## config.mk

```make
export PLATFORM = sky130hd
export DESIGN_NAME = mem_access_sequencer
export DESIGN_NICKNAME = d
export VERILOG_FILES = /design/src/rtl/mem_access_sequencer.sv
export SDC_FILE = /design/constraint.sdc
export NUM_CORES = 1
export LEC_CHECK = 0
export ABC_AREA = 1
export CAP_MARGIN = 0
export CORE_MARGIN = 3
export CORE_UTILIZATION = 40
export DETAILED_ROUTE_END_ITERATION = 10
export PLACE_DENSITY = 0.75
export SETUP_SLACK_MARGIN = 0.05
export SYNTH_ARGS = -nofsm -noshare
export SYNTH_HDL_FRONTEND = slang
export SYNTH_SLANG_ARGS = --single-unit
```

## constraint.sdc

```tcl
create_clock -name clk -period 1.9 [get_ports clk]
set_input_delay 0.285 -clock clk [delete_from_list [all_inputs] [get_ports clk]]
set_output_delay 0.285 -clock clk [all_outputs]
set_load 0.01 [all_outputs]
```

## src/rtl/mem_access_sequencer.sv

```systemverilog
// -----------------------------------------------------------------------------
// mem_access_sequencer
//
// Purpose: sequences instruction fetch and the optional load/store for a simple
// multi-cycle core over one shared memory bus. Each instruction is fetched,
// checked for a memory operation, then (if needed) the data access is issued.
// The pipeline is frozen for every state except IDLE.
//
// Optional feature: define MEM_TIMEOUT_EN to add a bus wait-state watchdog.
// After TIMEOUT_CYCLES busy cycles in a wait state it sets the sticky
// timeout_err flag and substitutes a NOP fetch or a zero load. Without the
// macro, wait states last until the bus is no longer busy and timeout_err
// stays 0.
//
// Ports:
//   clk, nRst                  clock, asynchronous active-low reset
//   fetch_req, pc              fetch request and fetch address
//   read_mem, write_mem        decoded load / store for the current instruction
//   load_byte, store_byte      byte-size qualifiers for load / store
//   data_addr, store_data      load/store address and store value
//   bus_busy, bus_rdata        bus handshake and read data
//   bus_addr, bus_wdata,
//   bus_sel, bus_ren, bus_wen  bus request (active in FETCH and DATA only)
//   instruction, load_data     registered fetch and load results
//   freeze                     pipeline stall (low only in IDLE)
//   timeout_err                sticky bus-timeout flag
// -----------------------------------------------------------------------------
module mem_access_sequencer #(
  parameter int TIMEOUT_CYCLES = 255
) (
  input  logic        clk,
  input  logic        nRst,
  input  logic        fetch_req,
  input  logic [31:0] pc,
  input  logic        read_mem,
  input  logic        write_mem,
  input  logic        load_byte,
  input  logic        store_byte,
  input  logic [31:0] data_addr,
  input  logic [31:0] store_data,
  input  logic        bus_busy,
  input  logic [31:0] bus_rdata,
  output logic [31:0] bus_addr,
  output logic [31:0] bus_wdata,
  output logic [3:0]  bus_sel,
  output logic        bus_ren,
  output logic        bus_wen,
  output logic [31:0] instruction,
  output logic [31:0] load_data,
  output logic        freeze,
  output logic        timeout_err
);

  // state      | meaning
  // IDLE       | waiting for fetch_req, pipeline running
  // FETCH      | one-cycle instruction read request on the bus
  // FETCH_WAIT | waiting for the bus to finish the instruction read
  // CHECK      | latch memory controls, decide on a data access
  // DATA       | one-cycle load/store request on the bus
  // DATA_WAIT  | waiting for the bus to finish the data access
  typedef enum logic [2:0] {
    IDLE,
    FETCH,
    FETCH_WAIT,
    CHECK,
    DATA,
    DATA_WAIT
  } state_t;

  localparam logic [31:0] NOP_INSTR = 32'h0000_0013;

  state_t      r_state;
  state_t      w_next;

  // Access description frozen at CHECK so late control changes cannot alter it
  logic        r_wr;
  logic        r_rd;
  logic        r_byte;
  logic [31:0] r_addr;
  logic [31:0] r_sdata;

  logic        w_tmo;
  logic [7:0]  w_rbyte;

  always_ff @(posedge clk or negedge nRst) begin
    if (!nRst) begin
      r_state <= IDLE;
    end else begin
      r_state <= w_next;
    end
  end

  always_ff @(posedge clk or negedge nRst) begin
    if (!nRst) begin
      r_wr    <= 1'b0;
      r_rd    <= 1'b0;
      r_byte  <= 1'b0;
      r_addr  <= 32'h0;
      r_sdata <= 32'h0;
    end else if (r_state == CHECK) begin
      // a store wins when both controls are set
      r_wr    <= write_mem;
      r_rd    <= read_mem & ~write_mem;
      r_byte  <= write_mem ? store_byte : load_byte;
      r_addr  <= data_addr;
      r_sdata <= store_data;
    end
  end

`ifdef MEM_TIMEOUT_EN
  localparam logic [31:0] TMO_LAST = 32'(TIMEOUT_CYCLES - 1);

  logic [31:0] r_wait_cnt;
  logic        r_timeout_err;
  logic        w_wait;

  assign w_wait = (r_state == FETCH_WAIT) || (r_state == DATA_WAIT);
  // fires on the busy cycle that brings the count to TIMEOUT_CYCLES
  assign w_tmo  = w_wait && bus_busy && (r_wait_cnt == TMO_LAST);

  always_ff @(posedge clk or negedge nRst) begin
    if (!nRst) begin
      r_wait_cnt    <= 32'h0;
      r_timeout_err <= 1'b0;
    end else begin
      r_wait_cnt <= (w_wait && bus_busy && !w_tmo) ? r_wait_cnt + 32'h1 : 32'h0;
      if (w_tmo) begin
        r_timeout_err <= 1'b1;
      end
    end
  end

  assign timeout_err = r_timeout_err;
`else
  assign w_tmo       = 1'b0;
  // constant 0 for any legal TIMEOUT_CYCLES; keeps the parameter referenced
  assign timeout_err = (TIMEOUT_CYCLES < 0);
`endif

  always_comb begin
    w_rbyte = bus_rdata[7:0];
    case (r_addr[1:0])
      2'd0:    w_rbyte = bus_rdata[7:0];
      2'd1:    w_rbyte = bus_rdata[15:8];
      2'd2:    w_rbyte = bus_rdata[23:16];
      default: w_rbyte = bus_rdata[31:24];
    endcase
  end

  always_ff @(posedge clk or negedge nRst) begin
    if (!nRst) begin
      instruction <= 32'h0;
      load_data   <= 32'h0;
    end else begin
      if (r_state == FETCH_WAIT) begin
        if (w_tmo) begin
          instruction <= NOP_INSTR;
        end else if (!bus_busy) begin
          instruction <= bus_rdata;
        end
      end
      if (r_state == DATA_WAIT) begin
        if (w_tmo) begin
          load_data <= 32'h0;
        end else if (!bus_busy && r_rd) begin
          load_data <= r_byte ? {{24{w_rbyte[7]}}, w_rbyte} : bus_rdata;
        end
      end
    end
  end

  always_comb begin
    w_next    = r_state;
    bus_addr  = 32'h0;
    bus_wdata = 32'h0;
    bus_sel   = 4'h0;
    bus_ren   = 1'b0;
    bus_wen   = 1'b0;
    freeze    = 1'b1;
    case (r_state)
      IDLE: begin
        freeze = 1'b0;
        if (fetch_req) begin
          w_next = FETCH;
        end
      end
      FETCH: begin
        bus_addr = pc;
        bus_ren  = 1'b1;
        bus_sel  = 4'hF;
        w_next   = FETCH_WAIT;
      end
      FETCH_WAIT: begin
        if (w_tmo || !bus_busy) begin
          w_next = CHECK;
        end
      end
      CHECK: begin
        w_next = (read_mem || write_mem) ? DATA : IDLE;
      end
      DATA: begin
        bus_addr = {r_addr[31:2], 2'b00};
        bus_ren  = r_rd;
        bus_wen  = r_wr;
        bus_sel  = (r_wr && r_byte) ? (4'b0001 << r_addr[1:0]) : 4'hF;
        if (r_wr) begin
          bus_wdata = r_byte ? {4{r_sdata[7:0]}} : r_sdata;
        end
        w_next   = DATA_WAIT;
      end
      DATA_WAIT: begin
        if (w_tmo || !bus_busy) begin
          w_next = IDLE;
        end
      end
      default: begin
        w_next = IDLE;
      end
    endcase
  end

endmodule

```

==> results_dict.tcl <==
set metrics [dict create \
    area_delta_synth_final_pct 57.68 \
    ys_types 23 \
    fmax_mhz 501.7 \
    finalWorstSetupSlack_ps -93.06 \
    fin_total_pwr_mw 16.15 \
    syn_avg_cell_area_um2 7.470 \
    fp.dieH_um 134.1 \
    critPathCaptureType "output pin" \
    port_buffers 270 \
    cp_top_family "simple AND/OR/NAND/NOR gates" \
    path_cells "nor2_4 > nand2_4 > nor2_4 > inv_6 > nor2_1 > clkdlybuf4s15_2" \
    hpwl_um 16780 \
    dieArea_mm2 0.01799 \
    cts_tree "yes" \
    crit_top_cell "nor2_4" \
    cp_slowest_cell "dfrtp_1" \
    drc_errors 0 \
    grt_max_degree 70 \
    synth.most_common_cell "nand2_1" \
    core-area_mm2 0.01600 \
    grt_overflow 0 \
    cts.clk_slew.worst_paths_ps 60 \
    synth_ff_type "dfrtp_1" \
    post_drt_wl_per_cell_um 16.75 \
    synth_edf_count 0 \
    violations "negative setup slack" \
    track_usage_pct 25.68 \
    die-width_um 134.1 \
    syn_nets 1015 \
    power_density_mw_per_mm2 1559 \
    cp-start-kind "flop" \
    htreeDepth 4 \
    io_pins 272 \
    rsz0062_at_grt "true" \
    synthCells 879 \
    num_rows 46 \
    finalHoldViolCount 0 \
    grt_pass1_vias 6888 \
    yosys-top-cells-count "nand2_1 (289), dfrtp_1 (134), nor2_1 (103)" \
    drive_gt1_share_pct 15.87 \
    ys_seq_elements 134 \
    clockRootBuffer "clkbuf_16" \
    tns_ps -1704 \
    outcome "finished, violations left" \
    wl_um 23360 \
    criticalPathCategory "reg -> out" \
    cts_buffers 17 \
    vdd_drop_max_v 0.0007813 \
    clk_latency_ps 420 \
    yosysWarnings 0 \
    clkSinkCount 134 \
    synth_top_area_share_pct 51.07 \
    seq_area_mm2 0.003353 \
    place_congestion 0.9254 \
    final_util_pct 64.71 \
    worstPathMaxFanout 24 \
    cp.required_ps 1620 \
    slew_viol_final 0 \
    min_period_over_period_pct 104.9 \
    synth.area.top_cells "dfrtp_1 (51%), nand2_1 (17%), nor2_1 (5.9%)" \
    fin_skew_ps 7.239 \
    synth_area_mm2 0.006566 \
    start_util_pct 41.04 \
    synth_largest_area_cell "dfrtp_1" \
    cap_viol_max_count 0 \
    critPathArrivalTime_ps 1710 \
    layout.nets 1301 \
    cp.buffers_inverters 2 \
    grt_first_pass_wirelength_um 36380 \
    hold_path_class "in -> reg" \
    antenna_found_initial 1 \
    finalSetupViolCount 29 \
    fillCellCount 1416 \
    max_stage_delay_ps 410 \
    ant_nets 0 \
    yosysSeqAreaShare_pct 51.07 \
    via_count 6911 \
    multiInputGateArea_mm2 0.002694 \
    via_per_inst 4.954 \
    worst_pin_slew_ps 582.7 \
    drtIter0Drc 507 \
    async_flop_share_pct 100.0 \
    p_leak_nw 5.048 \
    first_pass_iters 6 \
    clock_path_buffers 2 \
    min_period_ps 1993 \
    hold_slack_ps 392.6 \
    relSlewSlack_pct 61.15 \
]
==> placed cells by master, fill, tap and decap left out, drive strengths merged, types with 3 or more instances in the layout <==
cell and instances:
nand2 292, clkdlybuf4s50 198, dfrtp 134, nor2 107, buf 93, inv 86
o21ai 83, a21oi 66, nor3 32, clkdlybuf4s15 26, clkbuf 23, nand3 22
clkinvlp 4, clkinv 4, bufinv 3
==> area by class of cell <==
class                   instances  area share, %
diodes                          1        0.02417
repair buffers                321          29.68
well taps                     216          2.610
flip-flops and latches        134          32.39
multi-input cells             605          26.02
inverters                      86          3.214
clock buffers                  21          4.640
clock inverters                11          1.426
==> through the flow <==
step	setup WS (ps)	cells	cell area, µm²
floorplan	359.2	879	6566
global placement	-83.12	1353	9647
detailed placement	-62.11	1353	9647
CTS	-99.89	1392	10250
global route	-150.4	1395	10350
finish	-93.06	1395	10350
==> cells by family after synthesis <==
group | synth area share, %
other | 0.05711
AND/OR/NAND/NOR | 27.78
AO/OA/AOI/OAI | 11.47
buffers and inverters | 9.622
flip-flops | 51.07
==> state kept, by name (all words and copies together) (netlist names) <==
name	flops
r_addr	32
r_sdata	32
r_wr	1
r_rd	1
r_byte	1
r_state	3
load_data	32
instruction	32
==> power by group <==
part | switching (mW) | internal (mW)
clock | 1.27 | 2.20
combinational | 4.04 | 3.43
sequential | 0.951 | 4.25
==> metal layers <==
metal,global-route usage [%],vias up,share of wire [%]
li1,-,3309,-
met1,32.17,3242,40
met2,42.31,324,48
met3,7.577,36,8.9
met4,9.559,0,2.6
met5,0,-,0
==> worst paths after layout <==
path | startpoint | endpoint | slack [ps] | depth (start not counted)
max in group asynchronous | nRst | r_sdata[16] | 780 | 3
min in group asynchronous | nRst | load_data[18] | 410 | 2
setup reg to reg | r_state[1] | load_data[19] | 170 | 6
hold reg to reg | r_sdata[25] | r_sdata[25] | 480 | 2
setup / recovery | r_state[1] | bus_wdata[11] | -90 | 6
hold / removal | store_data[22] | r_sdata[22] | 390 | 3
==> tightest hold or removal path, cell delays in order <==
cell	delay, ps
clkdlybuf4s50_1	390
nand2_1	60
nand2_1	40
==> timing repair <==
item / in CTS / in global routing
buffers inserted: 4 / 4
pin swaps: 2 / 4
hold buffers: 1 / 0
hold endpoints to repair: 53 / 0
setup endpoints to repair: 71 / 67
cloned: 2 / 1
gates resized for setup: 275 / 44
Power figures use the tool's default switching activity.
